<file path="src/rtl/div_pkg.sv">
`default_nettype none
// ============================================================================
//  Module  : div_pkg
//  Purpose : Shared definitions for the radix-2 restoring divider: FSM state
//            encoding, operand width, result latency and a magnitude helper.
//  Ports   : none (package)
//  Revision: 1.0 - initial release
// ============================================================================
package div_pkg;

    localparam int DIV_W   = 32;  // operand width
    localparam int DIV_LAT = 34;  // cycles from second capture to result valid

    typedef enum logic [1:0] {
        ST_IDLE = 2'd0,
        ST_CALC = 2'd1,
        ST_FIX  = 2'd2,
        ST_DONE = 2'd3
    } state_e;

    // Magnitude of a value; negative two's-complement inputs are negated only
    // when signed interpretation is requested. 0x80000000 maps to itself,
    // which is the correct unsigned magnitude.
    function automatic logic [DIV_W-1:0] f_mag(input logic [DIV_W-1:0] v,
                                               input logic             is_signed);
        return (is_signed && v[DIV_W-1]) ? (~v + 1'b1) : v;
    endfunction

endpackage
`default_nettype wire

</file>
<file path="src/rtl/div_step.sv">
`default_nettype none
// ============================================================================
//  Module  : div_step
//  Purpose : One restoring shift-compare-subtract step (combinational).
//  Ports   : rem_in  - partial remainder before the step
//            dvd_bit - next dividend bit shifted in (MSB first)
//            divisor - divisor magnitude
//            rem_out - partial remainder after the step
//            q_bit   - quotient bit produced by this step
//  Revision: 1.0 - initial release
// ============================================================================
module div_step
    import div_pkg::*;
(
    input  logic [DIV_W-1:0] rem_in,
    input  logic             dvd_bit,
    input  logic [DIV_W-1:0] divisor,
    output logic [DIV_W-1:0] rem_out,
    output logic             q_bit
);

    // The shifted remainder needs one extra bit: it can reach 2*divisor-1.
    logic [DIV_W:0] w_shift;
    logic [DIV_W:0] w_diff;

    assign w_shift = {rem_in, dvd_bit};
    assign w_diff  = w_shift - {1'b0, divisor};
    assign q_bit   = (w_shift >= {1'b0, divisor});
    // When no subtraction happens the shifted value is below the divisor, so
    // its top bit is zero and truncation is lossless.
    assign rem_out = q_bit ? w_diff[DIV_W-1:0] : w_shift[DIV_W-1:0];

endmodule
`default_nettype wire

</file>
<file path="src/rtl/radix2_div.sv">
`default_nettype none
// ============================================================================
//  Module  : radix2_div
//  Purpose : Iterative radix-2 restoring divider, 32-bit operands, signed or
//            unsigned. Two independent AXI-stream-like operand slots; the
//            result appears DIV_LAT cycles after the second operand is taken.
//  Ports   : clk, reset (sync, active-high)
//            s_axis_dividend_{tdata,tvalid,tready} - dividend slot
//            s_axis_divisor_{tdata,tvalid,tready}  - divisor slot
//            m_axis_dout_tdata  - {remainder, quotient}
//            m_axis_dout_tvalid - one-cycle result strobe (no back-pressure)
//  Revision: 1.0 - initial release
// ============================================================================
module radix2_div
    import div_pkg::*;
#(
    parameter int SIGNED = 1,
    parameter int WIDTH  = 32
) (
    input  logic               clk,
    input  logic               reset,
    input  logic [WIDTH-1:0]   s_axis_dividend_tdata,
    input  logic               s_axis_dividend_tvalid,
    output logic               s_axis_dividend_tready,
    input  logic [WIDTH-1:0]   s_axis_divisor_tdata,
    input  logic               s_axis_divisor_tvalid,
    output logic               s_axis_divisor_tready,
    output logic [2*WIDTH-1:0] m_axis_dout_tdata,
    output logic               m_axis_dout_tvalid
);

    localparam logic C_SIGNED = (SIGNED != 0);

    state_e             r_state;
    logic               r_dvd_got;
    logic               r_dvs_got;
    logic [DIV_W-1:0]   r_dvd;
    logic [DIV_W-1:0]   r_dvs;
    logic [DIV_W-1:0]   r_quo;
    logic [DIV_W-1:0]   r_rem;
    logic [5:0]         r_cnt;
    logic [2*DIV_W-1:0] r_dout;

    logic               w_dvd_hs;
    logic               w_dvs_hs;
    logic [DIV_W-1:0]   w_dvd_mag;
    logic [DIV_W-1:0]   w_dvs_mag;
    logic [4:0]         w_bit_idx;
    logic [DIV_W-1:0]   w_rem_nxt;
    logic               w_q_bit;
    logic [DIV_W-1:0]   w_quo_fix;
    logic [DIV_W-1:0]   w_rem_fix;

    // ------------------------------------------------------------------
    // Handshakes: each slot is open only in IDLE until its operand lands.
    // ------------------------------------------------------------------
    assign s_axis_dividend_tready = !reset && (r_state == ST_IDLE) && !r_dvd_got;
    assign s_axis_divisor_tready  = !reset && (r_state == ST_IDLE) && !r_dvs_got;

    assign w_dvd_hs = s_axis_dividend_tvalid && s_axis_dividend_tready;
    assign w_dvs_hs = s_axis_divisor_tvalid  && s_axis_divisor_tready;

    // ------------------------------------------------------------------
    // Datapath: captured raw operands stay intact through CALC so FIX can
    // recover the signs and the divide-by-zero pass-through value.
    // ------------------------------------------------------------------
    assign w_dvd_mag = f_mag(r_dvd, C_SIGNED);
    assign w_dvs_mag = f_mag(r_dvs, C_SIGNED);
    assign w_bit_idx = 5'(DIV_W - 1) - r_cnt[4:0];

    div_step u_step (
        .rem_in  (r_rem),
        .dvd_bit (w_dvd_mag[w_bit_idx]),
        .divisor (w_dvs_mag),
        .rem_out (w_rem_nxt),
        .q_bit   (w_q_bit)
    );

    // Sign restoration; divide-by-zero bypasses it so the result is the
    // same all-ones quotient and raw dividend in both modes.
    always_comb begin
        w_quo_fix = r_quo;
        w_rem_fix = r_rem;
        if (r_dvs == '0) begin
            w_quo_fix = '1;
            w_rem_fix = r_dvd;
        end else if (C_SIGNED) begin
            if (r_dvd[DIV_W-1] ^ r_dvs[DIV_W-1]) begin
                w_quo_fix = ~r_quo + 1'b1;
            end
            if (r_dvd[DIV_W-1]) begin
                w_rem_fix = ~r_rem + 1'b1;
            end
        end
    end

    // ------------------------------------------------------------------
    // Control FSM
    // ------------------------------------------------------------------
    always_ff @(posedge clk) begin
        if (reset) begin
            r_state   <= ST_IDLE;
            r_dvd_got <= 1'b0;
            r_dvs_got <= 1'b0;
            r_dvd     <= '0;
            r_dvs     <= '0;
            r_quo     <= '0;
            r_rem     <= '0;
            r_cnt     <= '0;
            r_dout    <= '0;
        end else begin
            case (r_state)
                ST_IDLE: begin
                    if (w_dvd_hs) begin
                        r_dvd     <= s_axis_dividend_tdata;
                        r_dvd_got <= 1'b1;
                    end
                    if (w_dvs_hs) begin
                        r_dvs     <= s_axis_divisor_tdata;
                        r_dvs_got <= 1'b1;
                    end
                    if ((r_dvd_got || w_dvd_hs) && (r_dvs_got || w_dvs_hs)) begin
                        r_state   <= ST_CALC;
                        r_dvd_got <= 1'b0;
                        r_dvs_got <= 1'b0;
                        r_cnt     <= '0;
                        r_rem     <= '0;
                        r_quo     <= '0;
                    end
                end
                ST_CALC: begin
                    r_rem <= w_rem_nxt;
                    r_quo <= {r_quo[DIV_W-2:0], w_q_bit};
                    if (r_cnt == 6'(DIV_W - 1)) begin
                        r_cnt   <= '0;
                        r_state <= ST_FIX;
                    end else begin
                        r_cnt <= r_cnt + 6'd1;
                    end
                end
                ST_FIX: begin
                    r_dout  <= {w_rem_fix, w_quo_fix};
                    r_state <= ST_DONE;
                end
                ST_DONE: begin
                    r_state <= ST_IDLE;
                end
                default: begin
                    r_state <= ST_IDLE;
                end
            endcase
        end
    end

    assign m_axis_dout_tvalid = !reset && (r_state == ST_DONE);
    assign m_axis_dout_tdata  = reset ? '0 : r_dout;

endmodule
`default_nettype wire
</file>
<file path="config.mk">
export PLATFORM = sky130hd
export DESIGN_NAME = radix2_div
export DESIGN_NICKNAME = d
export VERILOG_FILES = /design/src/rtl/div_pkg.sv /design/src/rtl/div_step.sv /design/src/rtl/radix2_div.sv
export SDC_FILE = /design/constraint.sdc
export NUM_CORES = 1
export LEC_CHECK = 0
export BUFFER_PORTS_ARGS = -buffer_cell sky130_fd_sc_hd__buf_2
export CORE_MARGIN = 1
export CORE_UTILIZATION = 45
export CTS_CLUSTER_DIAMETER = 80
export DETAILED_ROUTE_END_ITERATION = 8
export MAX_ROUTING_LAYER = met4
export PLACE_DENSITY = 0.66
export SLEW_MARGIN = 25
export SYNTH_ARGS = -nofsm -noshare
export SYNTH_HDL_FRONTEND = slang
export SYNTH_SLANG_ARGS = --single-unit
</file>
<file path="constraint.sdc">
create_clock -name clk -period 6.15 [get_ports clk]
set_clock_uncertainty 0.05 [all_clocks]
set_input_delay 0.615 -clock clk [delete_from_list [all_inputs] [get_ports clk]]
set_output_delay 0.615 -clock clk [all_outputs]
set_load 0.03 [all_outputs]
</file>
==> impl_metrics.tcl <==
set metrics [dict create \
    status "completed" \
    worst_pin_slew_ns 1.01 \
    r2r_end "r_rem[20]" \
    hp-class "in -> reg" \
    grt_pass1_wl_mm 55.7 \
    utilization 0.517 \
    drive_gt1_frac 0.133 \
    netlist_area_mm2 0.0127 \
    fmax_ghz 0.176 \
    path_clk_slew_ns 0.06 \
    worstPathCellList "or3_1 > nor3_1 > a41oi_1 > xor2_1 > a221oi_1 > a22oi_1 > a2bb2oi_1 > nand2b_1 > nand2_1 > ha_1 > fa_1 > nand2b_1 > a21oi_1 > a2111oi_2 > o21ai_1 > buf_4 > a311oi_1 > o21ai_0 > xor2_1 > a222oi_1 > nor2_1" \
    ant_nets 0 \
    setup.worst_path.start "r_dvd[18]" \
    num_vias 11800 \
    irDropWorstVdd_mv 0.234 \
    setup_viol 0 \
    routed_wirelength_mm 34.1 \
    design_area_mm2 0.0144 \
    min_period_over_period 0.924 \
    total_leakage_power_nw 5.71 \
    fin_ws_ns 0.469 \
    drtIter0Drc 892 \
    final_cell_mix "nand2_1, dfxtp_1, a21oi_1" \
    seq_area_frac_synth 0.319 \
    slowest_delay_ns 0.68 \
    worstSetupEndpoint "r_rem[20]" \
    ff2ff_setup_slack_ns 0.47 \
    maxSlewViolCount 0 \
    synth.avg_cell_area_um2 7.71 \
    placed_cells 2065 \
    port_buffers 134 \
    yosysWarnings 0 \
    hold_violations 0 \
    dieArea_mm2 0.0289 \
    place.gp.congestion 0.879 \
    ios 135 \
    grt_util_all_layers 0.241 \
    netlist_instances 1646 \
    cts_tree "built" \
    tns_ns 0 \
    dp_slack_ns 0.345 \
    layout_commonest_cell "nand2_1" \
    ys_seq_elements 202 \
    fin_crit_ns 5.68 \
    grt_pass1_vias 10800 \
    cp-end-kind "flip-flop" \
    vias_per_cell 5.59 \
    die_w_um 170 \
    dr.pass1.iters 5 \
    synth_edf_count 0 \
    reg2reg_from "r_dvd[18]" \
    worst_slew_margin_rel 0.324 \
    grt_max_degree 81 \
    clockBufferDepth 3 \
    dpl-instance-area_mm2 0.0135 \
    crit_required_ns 6.48 \
    syn_nets 1756 \
    root_buffer "clkbuf_16" \
    clock_sinks 202 \
    synth_cell_types 79 \
    core_area_mm2 0.0278 \
    cp_max_fo 9 \
    async_reset_ff_frac 0 \
    htree_levels 1 \
    synth_flop_cell "dfxtp_1" \
    syn2layout_area_growth_pct 13.2 \
    stdcell_count 2108 \
    clock_latency_ns 0.52 \
    row_count 61 \
    reg2regPathDepth 21 \
    dp_hpwl_mm 24.4 \
    drcViolationCount 0 \
    worstSetupPathType "reg -> reg" \
    wl_per_cell_um 16.2 \
    critPathSlowestCell "nor3_1" \
    antenna_found_initial 0 \
    rsz0062_at_grt "false" \
    cp-start-kind "flip-flop" \
    timing.max_cap.violations 0 \
    critPathArrivalTime_ns 6.01 \
    initial_utilization 0.457 \
    die_y_um 170 \
    p_per_area_mw_per_mm2 329 \
    cts_buffers 24 \
    nets 1823 \
    diodes 0 \
    gr-total-overflow 0 \
]
## report_power, final
group | internal [mW] | switching, mW | leakage, nW | total (mW)
combinational | 0.625 | 1.11 | 3.67 | 1.74
sequential | 1.40 | 0.111 | 1.63 | 1.52
clock | 0.899 | 0.568 | 0.406 | 1.47
total | 2.93 | 1.79 | 5.71 | 4.72
## cells in the mapped netlist (8+ instances only)
master	n	area share
xnor2_1	48	0.033
dfxtp_1	202	0.32
nand2_1	232	0.069
nor4_1	10	0.0049
nand3_1	25	0.0099
nand4_1	13	0.0064
nor2b_1	72	0.035
mux2i_1	43	0.034
o21ai_1	31	0.012
a41oi_1	8	0.0055
o21ai_0	94	0.037
inv_1	30	0.0089
nand2b_1	15	0.0074
buf_2	10	0.0039
a21oi_1	164	0.065
a22oi_1	45	0.027
a21o_1	16	0.0095
a211oi_1	8	0.0047
xor2_1	84	0.058
nor2_1	136	0.040
ha_1	41	0.040
o31ai_1	27	0.016
or3_1	13	0.0064
or4_1	9	0.0053
and2_1	8	0.0039
o41ai_1	13	0.0090
a221oi_1	8	0.0055
clkbuf_1	93	0.027
a222oi_1	8	0.0063
a31oi_1	10	0.0049
nor3_1	27	0.011
## cell families (layout without fill, tap and decap cells)
logic type,count (synthesis),count (layout),share of synthesized area
compound gates,480,480,0.234
mux,50,50,0.0410
flops,202,202,0.319
simple gates,591,591,0.224
fa+ha+maj,42,42,0.0420
xor+xnor,132,132,0.0911
buf+inv,149,233,0.0499
## registers in the layout (all words and copies together), names as in the netlist
register   cells
r_cnt          6
r_dout        64
r_dvd         32
r_dvd_got      1
r_dvs         32
r_dvs_got      1
r_quo         32
r_rem         32
r_state        2
## critical path, delay by kind of cell (launching register included)
family                     cells  cell delay (ns)
adders and majority gates      2             0.39
xor gates and xnor gates       2             0.37
buffers and inverters          1             0.19
and+or+nand+nor                6             1.52
AOI/OAI and AO/OA             10             2.64
DFF                            1             0.39
## routing by layer
metal  share of wire  global-route usage  up-vias
met2            0.43               0.361      326
met5               0                   -        -
met3           0.053              0.0274       39
met4           0.019              0.0548        0
li1                -                   -     5957
met1            0.50               0.344     5463
## stage by stage
step / hold WS [ns] / power [mW]
5_1_grt: 0.271 / 5.00
6_report: 0.277 / 4.72
3_5_place_dp: 0.423 / 3.27
3_3_place_gp: 0.415 / 3.25
2_1_floorplan: 0.402 / 2.85
4_1_cts: 0.258 / 4.74
## worst min path at each step
stage / from / to / slack [ns] / depth (start not counted)
after CTS: s_axis_divisor_tdata[27] / r_dvs[27] / 0.26 / 3
after floorplan: r_dout[33] / r_dout[33] / 0.40 / 2
after detailed placement: r_dout[45] / r_dout[45] / 0.42 / 2
final: s_axis_dividend_tdata[24] / r_dvd[24] / 0.28 / 3
after global routing: s_axis_divisor_tdata[14] / r_dvs[14] / 0.27 / 3
after global placement: r_dout[53] / r_dout[53] / 0.42 / 2
## area by class of cell
type | count | area, um^2
Tap cell | 378 | 473
Timing Repair Buffer | 159 | 865
Sequential cell | 202 | 4040
Multi-Input combinational cell | 1295 | 8050
Fill cell | 2762 | 13400
Clock buffer | 36 | 727
Inverter | 31 | 116
Clock inverter | 7 | 92.6
## timing repair
item	4_1_cts	5_1_grt
setup endpoints to repair	0	22
hold buffers	0	0
setup buffers	0	0
gates resized for setup	0	2
Note: power is estimated with default switching activity, not from simulation.
